==> config.mk <==
export PLATFORM = sky130hd
export DESIGN_NAME = cmd_sequencer
export DESIGN_NICKNAME = d
export VERILOG_FILES = /design/src/rtl/cmd_sequencer.sv
export SDC_FILE = /design/constraint.sdc
export NUM_CORES = 1
export LEC_CHECK = 0
export ABC_AREA = 0
export BUFFER_PORTS_ARGS = -buffer_cell sky130_fd_sc_hd__clkbuf_2
export CORE_MARGIN = 1
export CORE_UTILIZATION = 45
export DETAILED_ROUTE_END_ITERATION = 6
export PLACE_DENSITY_LB_ADDON = 0.05
export SYNTH_ARGS = -nofsm -noshare
export SYNTH_HDL_FRONTEND = slang
export SYNTH_SLANG_ARGS = --single-unit
export TNS_END_PERCENT = 1
==> constraint.sdc <==
create_clock -name clk -period 19.85 [get_ports clk]
set_input_delay 1.985 -clock clk [delete_from_list [all_inputs] [get_ports clk]]
set_output_delay 1.985 -clock clk [all_outputs]
set_load 0.03 [all_outputs]
==> src/rtl/cmd_sequencer.sv <==
// cmd_sequencer: queued command player / response checker for the RemoteComm path.
// Commands are pushed into a DEPTH-entry FIFO together with the number of
// responses they expect and a per-response timeout. On start the queue is
// played in order: each head entry is sent, cmd_sent is awaited, then every
// response byte is checked (ACK for intermediate bytes, POS_ACK for the last).
// An entry is popped only once its final POS_ACK arrives.
// Ports:
//   clk, rst_n                       clock, async active-low reset
//   load_cmd/load_data/load_nresp/load_tmo   FIFO push
//   start, abort                     playback control
//   send_cmd, cmd, cmd_sent          transmit handshake
//   resp_rdy, resp                   response input
//   full, count, ovf                 FIFO status (ovf sticky)
//   busy, done                       playback status (done is a 1-cycle pulse)
//   err, err_code, err_idx, bad_resp sticky first-error report
module cmd_sequencer #(
  parameter int                DEPTH    = 8,
  parameter int                CMD_W    = 16,
  parameter int                RESP_W   = 8,
  parameter int                TMO_W    = 24,
  parameter int                SENT_TMO = 60000,
  parameter logic [RESP_W-1:0] POS_ACK  = 8'hA5,
  parameter logic [RESP_W-1:0] ACK      = 8'h5A
) (
  input  logic                       clk,
  input  logic                       rst_n,
  input  logic                       load_cmd,
  input  logic [CMD_W-1:0]           load_data,
  input  logic [3:0]                 load_nresp,
  input  logic [TMO_W-1:0]           load_tmo,
  input  logic                       start,
  input  logic                       abort,
  output logic                       send_cmd,
  output logic [CMD_W-1:0]           cmd,
  input  logic                       cmd_sent,
  input  logic                       resp_rdy,
  input  logic [RESP_W-1:0]          resp,
  output logic                       full,
  output logic [$clog2(DEPTH+1)-1:0] count,
  output logic                       ovf,
  output logic                       busy,
  output logic                       done,
  output logic                       err,
  output logic [2:0]                 err_code,
  output logic [7:0]                 err_idx,
  output logic [RESP_W-1:0]          bad_resp
);

  localparam int PW = $clog2(DEPTH);
  localparam int CW = $clog2(DEPTH+1);
  localparam logic [CW-1:0]    CNT_ZERO = CW'(0);
  localparam logic [CW-1:0]    CNT_ONE  = CW'(1);
  localparam logic [CW-1:0]    CNT_FULL = CW'(DEPTH);
  localparam logic [PW-1:0]    PTR_ONE  = PW'(1);
  localparam logic [TMO_W-1:0] TMO_ZERO = TMO_W'(0);
  localparam logic [TMO_W-1:0] TMO_ONE  = TMO_W'(1);
  localparam logic [TMO_W-1:0] TMO_MAX  = {TMO_W{1'b1}};
  // The timer reads 0 in the first waiting cycle, so a limit of L expires
  // on the edge where the timer would step from L-1 to L.
  localparam logic [TMO_W-1:0] SENT_LIM = TMO_W'(SENT_TMO - 1);

  typedef enum logic [1:0] {IDLE = 2'd0, SEND = 2'd1, WAIT_SENT = 2'd2, WAIT_RESP = 2'd3} state_t;

  state_t              state_r, state_nx;
  logic [CMD_W-1:0]    mem_data_r  [DEPTH];
  logic [3:0]          mem_nresp_r [DEPTH];
  logic [TMO_W-1:0]    mem_tmo_r   [DEPTH];
  logic [PW-1:0]       rd_ptr_r, wr_ptr_r, rd_next_s;
  logic [CW-1:0]       count_r, count_nx;
  logic [TMO_W-1:0]    timer_r;
  logic [3:0]          remain_r;
  logic [CMD_W-1:0]    cmd_r, cmd_nx;
  logic                send_cmd_r, done_r, busy_r, full_r, ovf_r, err_r;
  logic [2:0]          err_code_r, err_code_s;
  logic [7:0]          err_idx_r;
  logic [RESP_W-1:0]   bad_resp_r;
  logic [CMD_W-1:0]    head_data_s;
  logic [3:0]          head_nresp_s;
  logic [TMO_W-1:0]    head_tmo_s;
  logic                pop_s, cmd_load_s, timer_clr_s, timer_inc_s, remain_load_s, remain_dec_s;
  logic                err_set_s, done_set_s, start_clr_s, flush_s, push_ok_s, ovf_set_s;

  assign rd_next_s    = rd_ptr_r + PTR_ONE;
  assign head_data_s  = mem_data_r[rd_ptr_r];
  assign head_nresp_s = mem_nresp_r[rd_ptr_r];
  assign head_tmo_s   = mem_tmo_r[rd_ptr_r];

  assign send_cmd = send_cmd_r;
  assign cmd      = cmd_r;
  assign full     = full_r;
  assign count    = count_r;
  assign ovf      = ovf_r;
  assign busy     = busy_r;
  assign done     = done_r;
  assign err      = err_r;
  assign err_code = err_code_r;
  assign err_idx  = err_idx_r;
  assign bad_resp = bad_resp_r;

  // Next-state and control strobes; abort overrides everything else.
  always_comb begin
    state_nx      = state_r;
    cmd_nx        = cmd_r;
    cmd_load_s    = 1'b0;
    pop_s         = 1'b0;
    timer_clr_s   = 1'b0;
    timer_inc_s   = 1'b0;
    remain_load_s = 1'b0;
    remain_dec_s  = 1'b0;
    err_set_s     = 1'b0;
    err_code_s    = 3'd0;
    done_set_s    = 1'b0;
    start_clr_s   = 1'b0;
    if (abort) begin
      state_nx = IDLE;
    end else begin
      case (state_r)
        IDLE: begin
          if (start) begin
            if (count_r != CNT_ZERO) begin
              state_nx    = SEND;
              start_clr_s = 1'b1;
              cmd_load_s  = 1'b1;
              cmd_nx      = head_data_s;
            end else begin
              done_set_s = 1'b1;
            end
          end else begin
            state_nx = IDLE;
          end
        end
        SEND: begin
          if (resp_rdy) begin
            state_nx = IDLE; err_set_s = 1'b1; err_code_s = 3'd4;
          end else begin
            state_nx    = WAIT_SENT;
            timer_clr_s = 1'b1;
          end
        end
        WAIT_SENT: begin
          if (resp_rdy) begin
            state_nx = IDLE; err_set_s = 1'b1; err_code_s = 3'd4;
          end else if (cmd_sent) begin
            state_nx      = WAIT_RESP;
            timer_clr_s   = 1'b1;
            remain_load_s = 1'b1;
          end else if (timer_r == SENT_LIM) begin
            state_nx = IDLE; err_set_s = 1'b1; err_code_s = 3'd1;
          end else begin
            timer_inc_s = 1'b1;
          end
        end
        WAIT_RESP: begin
          if (resp_rdy) begin
            if (remain_r > 4'd1) begin
              if (resp == ACK) begin
                remain_dec_s = 1'b1;
                timer_clr_s  = 1'b1;
              end else begin
                state_nx = IDLE; err_set_s = 1'b1; err_code_s = 3'd3;
              end
            end else if (resp == POS_ACK) begin
              pop_s = 1'b1;
              if ((count_r == CNT_ONE) && !load_cmd) begin
                state_nx   = IDLE;
                done_set_s = 1'b1;
              end else begin
                state_nx   = SEND;
                cmd_load_s = 1'b1;
                // With one entry left, the next head is the word being pushed now.
                cmd_nx     = (count_r == CNT_ONE) ? load_data : mem_data_r[rd_next_s];
              end
            end else begin
              state_nx = IDLE; err_set_s = 1'b1; err_code_s = 3'd3;
            end
          end else if ((head_tmo_s != TMO_ZERO) && (timer_r == head_tmo_s - TMO_ONE)) begin
            state_nx = IDLE; err_set_s = 1'b1; err_code_s = 3'd2;
          end else begin
            timer_inc_s = 1'b1;
          end
        end
        default: begin
          state_nx = IDLE;
        end
      endcase
    end
  end

  // Push acceptance, overflow detection and next occupancy.
  always_comb begin
    flush_s   = abort | err_set_s;
    push_ok_s = load_cmd & ~flush_s & (~full_r | pop_s);
    ovf_set_s = load_cmd & ~flush_s & full_r & ~pop_s;
    count_nx  = count_r;
    if (flush_s) begin
      count_nx = CNT_ZERO;
    end else if (push_ok_s && !pop_s) begin
      count_nx = count_r + CNT_ONE;
    end else if (!push_ok_s && pop_s) begin
      count_nx = count_r - CNT_ONE;
    end else begin
      count_nx = count_r;
    end
  end

  // State register, saturating wait timer and remaining-response counter.
  always_ff @(posedge clk or negedge rst_n) begin
    if (!rst_n) begin
      state_r  <= IDLE;
      timer_r  <= TMO_ZERO;
      remain_r <= 4'd0;
    end else begin
      state_r <= state_nx;
      if (timer_clr_s) begin
        timer_r <= TMO_ZERO;
      end else if (timer_inc_s && (timer_r != TMO_MAX)) begin
        timer_r <= timer_r + TMO_ONE;
      end
      if (remain_load_s) begin
        remain_r <= (head_nresp_s == 4'd0) ? 4'd1 : head_nresp_s;
      end else if (remain_dec_s) begin
        remain_r <= remain_r - 4'd1;
      end
    end
  end

  // FIFO pointers and occupancy; a flush empties the queue in one cycle.
  always_ff @(posedge clk or negedge rst_n) begin
    if (!rst_n) begin
      rd_ptr_r <= {PW{1'b0}};
      wr_ptr_r <= {PW{1'b0}};
      count_r  <= CNT_ZERO;
      full_r   <= 1'b0;
    end else begin
      count_r <= count_nx;
      full_r  <= (count_nx == CNT_FULL);
      if (flush_s) begin
        rd_ptr_r <= {PW{1'b0}};
        wr_ptr_r <= {PW{1'b0}};
      end else begin
        if (push_ok_s) wr_ptr_r <= wr_ptr_r + PTR_ONE;
        if (pop_s)     rd_ptr_r <= rd_next_s;
      end
    end
  end

  // FIFO storage; contents are only read while count is non-zero.
  always_ff @(posedge clk) begin
    if (push_ok_s) begin
      mem_data_r[wr_ptr_r]  <= load_data;
      mem_nresp_r[wr_ptr_r] <= load_nresp;
      mem_tmo_r[wr_ptr_r]   <= load_tmo;
    end
  end

  // Registered handshake and status outputs.
  always_ff @(posedge clk or negedge rst_n) begin
    if (!rst_n) begin
      cmd_r      <= {CMD_W{1'b0}};
      send_cmd_r <= 1'b0;
      done_r     <= 1'b0;
      busy_r     <= 1'b0;
      ovf_r      <= 1'b0;
    end else begin
      send_cmd_r <= cmd_load_s;
      done_r     <= done_set_s;
      busy_r     <= (state_nx != IDLE);
      if (cmd_load_s) cmd_r <= cmd_nx;
      if (ovf_set_s) begin
        ovf_r <= 1'b1;
      end else if (start_clr_s) begin
        ovf_r <= 1'b0;
      end
    end
  end

  // Sticky first-error report and completed-entry index.
  always_ff @(posedge clk or negedge rst_n) begin
    if (!rst_n) begin
      err_r      <= 1'b0;
      err_code_r <= 3'd0;
      err_idx_r  <= 8'd0;
      bad_resp_r <= {RESP_W{1'b0}};
    end else if (start_clr_s) begin
      err_r      <= 1'b0;
      err_code_r <= 3'd0;
      err_idx_r  <= 8'd0;
      bad_resp_r <= {RESP_W{1'b0}};
    end else begin
      if (pop_s) err_idx_r <= err_idx_r + 8'd1;
      if (err_set_s && !err_r) begin
        err_r      <= 1'b1;
        err_code_r <= err_code_s;
        if ((err_code_s == 3'd3) || (err_code_s == 3'd4)) bad_resp_r <= resp;
      end
    end
  end

endmodule

=== Yosys cells after proc, flatten, opt, wreduce, memory -nomap -nowiden ===
Memories as Yosys holds them, arrays and structs flattened.
Index checks and enable logic that the tools add are counted.

* Register bits: 81
* Output and inout bits: 45
* Memories: 3
* Logic and storage cells: 194
* RAM bits: 352
* Input port bits: 59

{| class="wikitable"
|+ Memory list
! memory !! words !! width !! read ports !! clocked after Yosys merged registers in !! wr ports !! line !! RTL
|-
| mem_tmo_r || 8 || 24 || 1 || 0 || 1 || 67 || <nowiki>logic [TMO_W-1:0] mem_tmo_r [DEPTH];</nowiki>
|-
| mem_data_r || 8 || 16 || 2 || 0 || 1 || 65 || <nowiki>logic [CMD_W-1:0] mem_data_r [DEPTH];</nowiki>
|-
| mem_nresp_r || 8 || 4 || 1 || 0 || 1 || 66 || <nowiki>logic [3:0] mem_nresp_r [DEPTH];</nowiki>
|}

* Equal/unequal tests: 18
* Reduce and logical (&&, ||, !) cells: 27
* $add $sub $neg: 8
* Bitwise gates (word level): 10
* Order comparisons: 1
* Mux-type cells: 111

{| class="wikitable"
|+ Operators by type and width
! operator !! count
|-
| $mux W16 || 7
|-
| $mux W1 || 57
|-
| $mux W24 || 2
|-
| $mux W8 || 5
|-
| $mux W3 || 11
|-
| $pmux W16 S2 || 1
|-
| $mux W2 || 15
|-
| $add A24 B1 Y24 const B || 1
|-
| $eq A24 B16 Y1 const B || 1
|-
| $eq A24 B24 Y1 || 1
|-
| $mux W4 || 6
|-
| $ne A24 B24 Y1 const B || 1
|-
| $reduce_bool A24 Y1 || 1
|-
| $sub A24 B1 Y24 const B || 1
|-
| $reduce_bool A2 Y1 || 10
|-
| $ne A2 B2 Y1 const B || 6
|-
| $pmux W3 S3 || 1
|-
| $reduce_and A9 Y1 || 1
|-
| $add A8 B1 Y8 const B || 1
|-
| $eq A8 B7 Y1 const B || 1
|-
| $eq A8 B8 Y1 const B || 1
|-
| $pmux W2 S4 || 1
|-
| $sub A4 B1 Y4 const B || 2
|-
| $add A3 B1 Y3 const B || 2
|-
| 20 further kinds || 39
|}

=== Longest topological paths before layout ===
Gate-level depths: netlist (run 1).
An unclocked memory read counts as a cell.

* Depth after elaboration: 18
* Depth in mapped cells: 21

=== Worst setup path after synthesis (run 1) ===
OpenSTA, ideal clock, no wires.

* Path type: in2reg
* Start: in resp[0]
* End: mem mem_data_r[4][0], enable pin
* Arrival time: 7446 ps
* Setup slack: 11894 ps
* Library setup time: 509 ps
* Data required time: 19341 ps
* Stages: 10
* Path through: or4b_2 nor3_1 nor2_1 nand3_1 o21ai_0 nor2b_1 nor2_1 o41ai_2 or3b_1 nor3b_1

* Word-level cells in the longest chain between the ends: 12
* Elaborated cells between the ends (all ways): 20
* Classes of those cells: 2 x eq/ne; 13 x mux; 5 x bitwise

{| class="wikitable"
|+ RTL lines
! element !! line !! RTL
|-
| start: declaration || 37 || <nowiki>input logic [RESP_W-1:0] resp,</nowiki>
|-
| $eq A8 B8 Y1 or $eq A8 B7 Y1 (tied branches) || 162, 156 ||
|-
| $mux W1, on equally long branches || 162, 156 ||
|-
| $mux W1 || 155 || <nowiki>if (remain_r > 4'd1) begin</nowiki>
|-
| $mux W1 || 154 || <nowiki>if (resp_rdy) begin</nowiki>
|-
| $pmux W1 S3 || 117 || <nowiki>case (state_r)</nowiki>
|-
| $mux W1 || 114 || <nowiki>if (abort) begin</nowiki>
|-
| $or A1 B1 Y1 || 191 || <nowiki>flush_s = abort | err_set_s;</nowiki>
|-
| $not A1 Y1 || 192 || <nowiki>push_ok_s = load_cmd & ~flush_s & (~full_r | pop_s);</nowiki>
|-
| $and A1 B1 Y1 || 192 ||
|-
| $and A1 B1 Y1 (*) || 192 ||
|-
| $mux W1 (*) || 249 || <nowiki>if (push_ok_s) begin</nowiki>
|-
| $mux W1 (implied by the code) (*) || 250 || <nowiki>mem_data_r[wr_ptr_r] <= load_data;</nowiki>
|-
| end: declaration || 65 ||
|}

Mark *: on every way between the ends. The rest lies on a longest branch, timed or not.

=== Final worst setup path (run 1) ===
* Start: reg rd_ptr_r[0]
* End: mem mem_data_r[4][11], enable pin

* Word-level cells in the longest chain between the ends: 14
* Elaborated cells between the ends (all ways): 15
* Classes of those cells: 1 x add/sub; 1 x eq/ne; 6 x mux; 4 x bitwise; 2 x reduce/logical; 1 x memory

{| class="wikitable"
|+ RTL lines
! element !! line !! RTL
|-
| start: declaration || 68 || <nowiki>logic [PW-1:0] rd_ptr_r, wr_ptr_r, rd_next_s;</nowiki>
|-
| start signal: assignment || 230 || <nowiki>rd_ptr_r <= {PW{1'b0}};</nowiki>
|-
| start signal: assignment || 238 || <nowiki>rd_ptr_r <= {PW{1'b0}};</nowiki>
|-
| start signal: assignment || 242 || <nowiki>if (pop_s) rd_ptr_r <= rd_next_s;</nowiki>
|-
| $mem_v2 Z8 W24 (*) || n/a ||
|-
| $sub A24 B1 Y24 || 176 || <nowiki>end else if ((head_tmo_s != TMO_ZERO) && (timer_r == head_tmo_s - TMO_ONE)) begin</nowiki>
|-
| $eq A24 B24 Y1 || 176 ||
|-
| $logic_and A1 B1 Y1 (*) || 176 ||
|-
| $mux W1 (*) || 176 ||
|-
| $mux W1 (*) || 154 ||
|-
| $pmux W1 S3 (*) || 117 ||
|-
| $mux W1 (*) || 114 ||
|-
| $or A1 B1 Y1 (*) || 191 ||
|-
| $not A1 Y1 (*) || 192 ||
|-
| $and A1 B1 Y1 (*) (2 in series) || 192 ||
|-
| $mux W1 (*) || 249 ||
|-
| $mux W1 (implied by the code) (*) || 250 ||
|}

Marked as above.

==> results.json, run 1 <==
{
  "startpoint_type": "flip-flop",
  "pwr-share-clk_pct": 43.5,
  "fmax_ghz": 0.160,
  "status": "finished, final reports clean",
  "syn_inst": 1277,
  "layout_common_cells": "352 x edfxtp_1, 112 x mux4_2, 102 x clkbuf_2",
  "leakagePower_nw": 7.63,
  "synthDistinctLibCells": 74,
  "pre_cts_ws_ps": 13530,
  "ys_warn_count": 0,
  "critPathMaxFanout": 45,
  "worstSetupEndpointType": "flip-flop",
  "p_per_area_mw_per_mm2": 93.7,
  "synth_area_leaders": "edfxtp_1 53%, mux4_2 13%, dfrtp_1 10%",
  "num-nets-final": 1457,
  "synth-seq-cells": 433,
  "p_sw_share_pct": 23.4,
  "routabilityCongestion": 0.861,
  "async_flop_share_pct": 18.7,
  "drv_slew": 0,
  "grt-ovfl-total": 0,
  "reg2regPathDepth": 14,
  "dieWidth_microns": 212,
  "clk_latency_ps": 600,
  "final-setup-viol-count": 0,
  "combPwrFrac_pct": 8.0,
  "core-area_sq_mm": 0.0434,
  "cts.path.max_buffers": 3,
  "synth_edf_count": 352,
  "grt_antenna_before_repair": 6,
  "synth_fp_nets": 1351,
  "internal_power_mw": 1.63,
  "switchingPower_uw": 498,
  "postCtsSetupRepairBufs": 0,
  "wl_per_cell_microns": 23.1,
  "hp-class": "reg -> reg",
  "max_cap_violations": 0,
  "avgSynthCellArea_sq_um": 15.6,
  "crit_arrival_ps": 6460,
  "start_util_pct": 45.9,
  "htreeDepth": 2,
  "clk_pin_slew_worst_paths_ps": 60,
  "worst_slew_pin_slew_ps": 1080,
  "whs_endpoint": "err_code[0]",
  "hold_buffers": 0,
  "rrSetupSlack_ps": 13600,
  "syn_to_final_growth_pct": 14.2,
  "first_pass_iters": 5,
  "dp_hpwl_mm": 27.6,
  "cts-root-buf": "clkbuf_16",
  "vias": 11562,
  "synth_ff_type": "edfxtp_1",
  "design.die.area_sq_mm": 0.0451,
  "synth_top_area_share_pct": 53.1,
  "period_needed_ps": 6250,
  "required_ps": 20070,
  "yosysSeqAreaShare_pct": 63.3,
  "relSlewSlack_pct": 27.7,
  "first_iter_violations": 850,
  "setup_ws_ps": 13600,
  "place_area_sq_mm": 0.0211,
  "final_util_pct": 52.4,
  "post_cts_resized": 0,
  "hold_depth": 1,
  "r2r-start": "rd_ptr_r[0]",
  "placed_cells": 1919,
  "drcViolationCount": 0,
  "drive_above_1_share_pct": 25.5,
  "design_area_sq_mm": 0.0227,
  "hold_violations": 0,
  "grt_usage_pct": 21.3,
  "synth_top_cell_by_area": "edfxtp_1",
  "rsz0062_at_grt": "no",
  "power_mw": 2.13,
  "hold_start": "err_code[0]",
  "tritoncts": "yes",
  "seqPwrFrac_pct": 48.5,
  "grt_pass1_vias": 11734,
  "portBuffers": 103,
  "via_per_inst": 5.75,
  "fin_cells": 2010,
  "num_rows": 76,
  "ios": 104,
  "r2r_end": "mem_data_r[4][11]",
  "grt_max_degree": 53,
  "finalCritPeriodShare_pct": 31.5,
  "max-vdd-ir-drop_mv": 0.0658,
  "path_class": "reg -> reg",
  "numCtsBuffers": 47,
  "synth_area_sq_mm": 0.0199,
  "ant_nets": 0,
  "grt_first_pass_wirelength_mm": 71.3,
  "die_h_microns": 212,
  "routed_wl_mm": 46.4,
  "tns_ps": 0,
  "fin_worst_skew_ps": 16.0,
  "final_common_cell": "edfxtp_1",
  "holdWs_ps": 495,
  "clkSinkCount": 433
}
==> power groups by stage <==
stage	Sequential, mW	Combinational [mW]	Clock, mW
global placement	1.05	0.170	0
finish	1.03	0.170	0.926
CTS	1.03	0.172	0.949
floorplan	1.09	0.0680	0
global route	1.04	0.186	0.979
detailed placement	1.05	0.171	0
==> how the worst max path moves through the flow <==
| stage | start | to | cells after the start |
|---|---|---|---|
| after floorplan | resp[0] | mem_data_r[4][0] | 10 |
| after global placement | rd_ptr_r[1] | mem_tmo_r[4][20] | 14 |
| after detailed placement | rd_ptr_r[1] | mem_tmo_r[4][3] | 14 |
| after CTS | rd_ptr_r[0] | mem_data_r[4][11] | 14 |
| after global routing | rd_ptr_r[0] | mem_tmo_r[2][6] | 14 |
| final | rd_ptr_r[0] | mem_data_r[4][11] | 14 |
==> synthesized netlist by cell type (all sizes together), types with 3 or more instances <==
cell / n
nor3b: 3
and3: 12
nor4b: 3
o21ai: 72
nand4: 15
edfxtp: 352
or4b: 3
o211a: 5
mux2: 20
nor2: 66
a31oi: 5
nor4: 7
ha: 15
mux2i: 82
and2: 8
and4b: 3
or3: 17
o41ai: 4
nand3: 36
or2: 8
o211ai: 4
nand2b: 4
a22o: 9
buf: 38
o22ai: 7
nand4b: 3
nor3: 14
inv: 20
nand2: 88
xor2: 24
dfrtp: 81
xnor2: 19
o31ai: 9
or4: 11
mux4: 112
o21a: 3
and4: 3
a21oi: 36
clkbuf: 30
nor2b: 7
==> kinds of logic after synthesis <==
group                    share of synthesized area, %
adder cells (fa/ha/maj)                         0.943
AO/OA/AOI/OAI                                    5.42
XOR/XNOR                                         1.89
flip-flops                                       63.3
multiplexers                                     18.1
AND/OR/NAND/NOR                                  8.24
buffers and inverters                            2.08
==> registers in the layout (all words and copies together), names as in the netlist <==
name and cells:
timer_r 24, done 1, err_idx 8, full 1, rd_ptr_r 3, wr_ptr_r 3
mem_tmo_r 192, remain_r 4, err_code 3, send_cmd 1, bad_resp 8, mem_nresp_r 32
cmd 16, err 1, busy 1, count 4, ovf 1, mem_data_r 128
state_r 2
==> worst max-delay path, stage by stage (launching register included) <==
cell      delay (ps)
dfrtp_4          760
buf_4            680
mux4_2           590
mux2i_1          490
and4_1           400
nand4_1          170
or4_1            500
o211ai_1          80
and4b_1          240
nand4_4          190
o41ai_4           80
buf_4            230
or3b_1           500
nor3b_2          210
buf_4            640
==> layout make-up <==
cell class / instances / area [sq um]
Fill cell: 3664 / 20600
Sequential cell: 433 / 12600
Multi-Input combinational cell: 756 / 6960
Clock buffer: 61 / 1270
Tap cell: 585 / 732
Timing Repair Buffer: 125 / 683
Clock inverter: 27 / 392
Inverter: 20 / 75.1
Antenna cell: 3 / 7.51
==> per-layer routing <==
metal  global-route usage (%)  share of wire (%)
met3                     4.84                6.2
met5                        0              0.084
met1                     30.5                 46
met4                     5.66                2.1
met2                     33.0                 46
Power figures use the tool's default switching activity.
==> run 2, diff against run 1 <==
--- a/config.mk
+++ b/config.mk
@@ -5,7 +5,7 @@
 export SDC_FILE = /design/constraint.sdc
 export NUM_CORES = 1
 export LEC_CHECK = 0
-export ABC_AREA = 0
+export ABC_AREA = 1
 export BUFFER_PORTS_ARGS = -buffer_cell sky130_fd_sc_hd__clkbuf_2
 export CORE_MARGIN = 1
 export CORE_UTILIZATION = 45
==> constraint.sdc (replaced) <==
create_clock -name clk -period 6.5 [get_ports clk]
set_input_delay 0.65 -clock clk [delete_from_list [all_inputs] [get_ports clk]]
set_output_delay 0.65 -clock clk [all_outputs]
set_load 0.03 [all_outputs]
==> run 2 against run 1 <==
Utilization is 0.63 points lower; combinational power increased to 4.4 times the previous value; critical path depth up 11; synthesized cell count grew 75%; sequential share of layout area shrank 2.3 points; register-to-register slack worse by 13000 ps; largest power group unchanged.
==> results.json, run 2 <==
{
  "r2r-start": "rd_ptr_r[0]",
  "hold_start": "resp[5]",
  "switchingPower_mw": 1.73,
  "avgSynthCellArea_sq_um": 9.42,
  "first_pass_iters": 6,
  "routed_wl_mm": 57.4,
  "cts-root-buf": "clkbuf_16",
  "dieWidth_microns": 218,
  "regMostFlops": "mem_tmo_r",
  "relSlewSlack_pct": 33.3,
  "power_mw": 6.62,
  "path_class": "reg -> reg",
  "drv_slew": 0,
  "status": "finished, final reports clean",
  "rrSetupSlack_ps": 1100,
  "portBuffers": 103,
  "critPathMaxFanout": 100,
  "largest_reg_flops": 192,
  "tritoncts": "yes",
  "finalCritPeriodShare_pct": 83.0,
  "startpoint_type": "flip-flop",
  "final-setup-viol-count": 0,
  "synth_edf_count": 352,
  "die_h_microns": 218,
  "dp_hpwl_mm": 35.0,
  "netlist_top_cells_count": "515 x nand2_1, 352 x edfxtp_1, 267 x nor2_1",
  "nFillCells": 4107,
  "synth-seq-cells": 433,
  "fmax_ghz": 0.185,
  "reg2regPathDepth": 25,
  "ant_nets": 0,
  "post_cts_resized": 0,
  "layout_common_cells": "515 x nand2_1, 352 x edfxtp_1, 259 x nor2_1",
  "start_util_pct": 46.0,
  "final_common_cell": "nand2_1",
  "grt_usage_pct": 24.5,
  "grt_antenna_before_repair": 1,
  "internal_power_mw": 4.89,
  "synth_fp_nets": 2309,
  "seqPwrFrac_pct": 49.4,
  "max_cap_violations": 0,
  "p_sw_share_pct": 26.1,
  "grt_pass1_vias": 15141,
  "grt_max_degree": 101,
  "worst_slew_pin_slew_ps": 1000,
  "r2r_end": "mem_tmo_r[6][11]",
  "fin_worst_skew_ps": 15.9,
  "drcViolationCount": 0,
  "required_ps": 6700,
  "vias": 16116,
  "core-area_sq_mm": 0.0458,
  "grt_first_pass_wirelength_mm": 88.8,
  "worstSetupEndpointType": "flip-flop",
  "cpLargestDelayFamily": "simple AND/OR/NAND/NOR gates",
  "htreeDepth": 2,
  "max-vdd-ir-drop_mv": 0.229,
  "syn_inst": 2235,
  "via_per_inst": 5.47,
  "pwr-share-clk_pct": 39.4,
  "synth_area_leaders": "edfxtp_1 50%, dfrtp_1 9.6%, nand2_1 9.2%",
  "async_flop_share_pct": 18.7,
  "crit_arrival_ps": 5600,
  "whs_endpoint": "bad_resp[5]",
  "synth_top_area_share_pct": 50.2,
  "wl_per_cell_microns": 19.5,
  "hp-class": "in -> reg",
  "synth_top_cell_by_area": "edfxtp_1",
  "synth_area_sq_mm": 0.0211,
  "synth_most_common_cell": "nand2_1",
  "clk_latency_ps": 580,
  "largestRegisters": "mem_tmo_r: 192 flops, mem_data_r: 128 flops, mem_nresp_r: 32 flops",
  "clk_pin_slew_worst_paths_ps": 60,
  "drive_above_1_share_pct": 10.3,
  "period_needed_ps": 5400,
  "ys_warn_count": 0,
  "placed_cells": 2861,
  "yosysSeqAreaShare_pct": 59.8,
  "first_iter_violations": 1504,
  "clkSinkCount": 433,
  "num-nets-final": 2385,
  "combPwrFrac_pct": 11.2,
  "hold_violations": 0,
  "hold_depth": 3,
  "critPathMostFrequentCell": "nand2_1",
  "path_buf_inv": 4,
  "num_rows": 78,
  "slowest_delay_ps": 660,
  "syn_to_final_growth_pct": 12.5,
  "ios": 104,
  "n_antenna_cell": 0,
  "synthDistinctLibCells": 52,
  "grt-ovfl-total": 0,
  "synth_ff_type": "edfxtp_1",
  "design.die.area_sq_mm": 0.0477,
  "critPathSlowestCell": "dfrtp_4",
  "numCtsBuffers": 47,
  "cts.path.max_buffers": 3,
  "fin_cells": 2948,
  "tns_ps": 0,
  "rsz0062_at_grt": "no",
  "p_per_area_mw_per_mm2": 279,
  "leakagePower_nw": 9.67,
  "routabilityCongestion": 0.926
}
==> run 2: worst min-delay path, cell delays in order <==
cell and delay [ps]:
clkbuf_2 100, nand3_2 70, o21ai_2 50
==> run 2: power groups by stage <==
stage	Combinational (mW)	Sequential, mW	Clock, mW
final	0.741	3.27	2.61
after global routing	0.821	3.28	2.77
after CTS	0.745	3.27	2.67
after detailed placement	0.742	3.32	0
after global placement	0.736	3.32	0
after floorplan	0.315	3.45	0
==> run 2: cell families after synthesis <==
family / after synthesis / share of synthesized area [%]
compound gates: 358 / 10.3
xor+xnor: 24 / 0.998
fa+ha+maj: 15 / 0.891
buf+inv: 359 / 7.06
flops: 433 / 59.8
mux: 10 / 0.475
simple gates: 1036 / 20.5
==> run 2: layout make-up <==
class	instances	area, sq um	share of cell area, %
inverter	255	962	4.06
clock buffer	68	1390	5.86
tap	600	751	3.17
multi-input combinational	1443	7050	29.8
timing repair buffer	131	818	3.45
clock inverter	18	121	0.512
sequential	433	12600	53.2
==> run 2: through the flow <==
step / setup slack (ps) / hold slack (ps) / area (sq um) / util (%)
finish: 1100 / 333 / 23700 / 51.8
global route: 733 / 323 / 23700 / 51.8
floorplan: 1560 / 354 / 21100 / -
global placement: 1310 / 451 / 22200 / 48.5
CTS: 1130 / 301 / 23700 / 51.8
detailed placement: 1170 / 467 / 22200 / 48.5
==> run 2: repair_timing <==
item | CTS | global route
hold endpoints to repair | 16 | 0
hold buffers | 1 | 0
setup buffers | 0 | 0
==> run 2: worst max-delay path by stage <==
stage                startpoint               end  slack, ps  cells past startpoint
global route        rd_ptr_r[0]  mem_tmo_r[6][11]        730                     25
global placement    rd_ptr_r[0]   mem_tmo_r[6][8]       1310                     25
CTS                 rd_ptr_r[0]   mem_tmo_r[6][3]       1130                     25
floorplan           rd_ptr_r[0]  mem_data_r[0][0]       1560                     26
detailed placement  rd_ptr_r[0]   mem_tmo_r[6][9]       1170                     25
finish              rd_ptr_r[0]  mem_tmo_r[6][11]       1100                     25
==> run 2: per-layer routing <==
metal  up-vias  track usage [%]  share of wire, %
li1       7734                -                 -
met1      7730             36.3                47
met2       559             36.5                43
met3        91             4.06               6.8
met4         2             7.60               2.4
met5         -                0             0.021
==> run 3, diff against run 2 <==
==> constraint.sdc (replaced) <==
create_clock -name clk -period 4.7 [get_ports clk]
set_input_delay 0.47 -clock clk [delete_from_list [all_inputs] [get_ports clk]]
set_output_delay 0.47 -clock clk [all_outputs]
set_load 0.03 [all_outputs]
==> run 3 against run 2 <==
Clock skew increased by 23 ps; global-route usage decreased by 0.13 points; cell area increased by 1.4%; setup slack got worse by 810 ps; clock power increased by 40%; non-clock buffer count increased by 26; via count increased by 0.16%; hold slack got worse by 200 ps; critical endpoint is now mem_data_r[7][1]; largest cell class unchanged; highest routed layer unchanged.
==> results.json, run 3 (synthesis results as in run 2) <==
{
  "status": "finished, final reports clean",
  "first_iter_violations": 1494,
  "syn_to_final_growth_pct": 14.1,
  "grt_antenna_before_repair": 2,
  "worst_slew_pin_slew_ps": 1120,
  "largest_reg_flops": 192,
  "drv_slew": 0,
  "final-setup-viol-count": 0,
  "final_util_pct": 52.5,
  "fmax_ghz": 0.227,
  "die_h_microns": 218,
  "largestRegisters": "mem_tmo_r: 192 flops, mem_data_r: 128 flops, mem_nresp_r: 32 flops",
  "design.die.area_sq_mm": 0.0477,
  "cts.path.max_buffers": 3,
  "clk_pin_slew_worst_paths_ps": 60,
  "crit_arrival_ps": 4710,
  "clkSinkCount": 433,
  "holdWs_ps": 130,
  "max_cap_violations": 0,
  "htreeDepth": 2,
  "tns_ps": 0,
  "ios": 104,
  "numCtsBuffers": 48,
  "max-vdd-ir-drop_mv": 0.320,
  "worstSetupEndpointType": "flip-flop",
  "routed_wl_mm": 57.3,
  "cts-root-buf": "clkbuf_16",
  "grt_usage_pct": 24.3,
  "period_needed_ps": 4410,
  "grt_first_pass_wirelength_mm": 88.8,
  "num-nets-final": 2412,
  "dp_hpwl_mm": 35.4,
  "grt-ovfl-total": 0,
  "critPathMaxFanout": 74,
  "p_per_area_mw_per_mm2": 382,
  "hp-class": "in -> reg",
  "relSlewSlack_pct": 25.6,
  "dieWidth_microns": 218,
  "fin_worst_skew_ps": 39.1,
  "drive_above_1_share_pct": 11.4,
  "startpoint_type": "flip-flop",
  "first_pass_iters": 5,
  "layout_common_cells": "515 x nand2_1, 352 x edfxtp_1, 259 x nor2_1",
  "portBuffers": 103,
  "r2r-start": "rd_ptr_r[0]",
  "start_util_pct": 46.0,
  "hold_violations": 0,
  "required_ps": 5000,
  "n_antenna_cell": 0,
  "tritoncts": "yes",
  "clk_latency_ps": 610,
  "final_common_cell": "nand2_1",
  "grt_pass1_vias": 15397,
  "num_rows": 78,
  "postCtsSetupRepairBufs": 0,
  "wl_per_cell_microns": 19.2,
  "grt_max_degree": 104,
  "path_class": "reg -> reg",
  "ant_nets": 0,
  "vias": 16141,
  "leakagePower_nw": 9.85,
  "hold_start": "resp[7]",
  "via_per_inst": 5.42,
  "core-area_sq_mm": 0.0458,
  "crit_start": "rd_ptr_r[0]",
  "regMostFlops": "mem_tmo_r",
  "drcViolationCount": 0,
  "finalCritPeriodShare_pct": 93.8,
  "routabilityCongestion": 0.899,
  "rsz0062_at_grt": "yes"
}
[run 3: changes by cell type in the layout (fill, tap and decap cells not counted), moves of 4 or more]
cell	before	now
buf_12	7	13
clkbuf_1	10	15
clkinv_1	13	8
buf_4	21	37
clkinv_2	3	7
[run 3: final cells by class]
type,instances,area [sq um]
fillers,4121,21700
clock buffers,71,1380
flip-flops and latches,433,12600
clock inverters,18,155
repair buffers,157,1130
inverters,255,962
multi-input cells,1443,7050
well taps,600,751
[run 3: final timing paths]
check / endpoint / slack, ps / cells after the start
max: mem_data_r[7][1] / 290 / 25
min: bad_resp[7] / 130 / 3
max reg2reg: mem_data_r[7][1] / 290 / 25
min reg2reg: err_idx[7] / 480 / 1
max in group asynchronous: rd_ptr_r[2] / 3200 / 3
min in group asynchronous: bad_resp[3] / 460 / 2
[run 3: metrics by stage]
stage / total power, mW / worst slack, ps / instances / instance area [sq um]
after global placement: 5.60 / 349 / 2885 / 22400
final: 9.19 / 291 / 2977 / 24000
after CTS: 9.29 / 249 / 2975 / 24000
after detailed placement: 5.61 / 259 / 2885 / 22400
after global routing: 9.57 / -63.5 / 2977 / 24000
after floorplan: 5.21 / -239 / 2235 / 21100
[run 3: worst max-delay path, stage by stage, from the launching register on]
cell,delay (ps)
dfrtp_4,580
buf_12,320
nand2_1,100
nand3_1,90
nand3_1,80
nand2_1,200
ha_1,240
nand3_2,110
inv_2,110
nand2_2,90
nor2_2,160
nand3b_1,110
nand2_1,80
nand2_1,40
nand2_1,60
nor2_1,40
nand3_1,130
nand2_2,100
nand2_2,90
nand2_2,80
nand2_1,150
nand4_1,160
inv_1,160
nand2_1,250
nor2_4,290
clkbuf_16,280
[run 3: report_power, final]
part / internal [mW] / switching, mW / total (mW)
Combinational: 0.304 / 0.717 / 1.02
Sequential: 4.37 / 0.150 / 4.52
Clock: 2.10 / 1.56 / 3.66
[run 3: metal layers]
| layer | up-vias | GRT usage, % | share of wire (%) |
|---|---|---|---|
| met5 | - | 0 | 0.040 |
| li1 | 7816 | - | - |
| met2 | 498 | 37.4 | 44 |
| met1 | 7724 | 35.9 | 48 |
| met3 | 99 | 3.23 | 6.1 |
| met4 | 4 | 6.95 | 2.1 |
[run 3: what timing repair did]
item                                   4_1_cts  5_1_grt
hold buffers                                 1        0
resized for setup                            0        2
setup endpoints to repair                    0      300
endpoints found under the hold margin       51        0
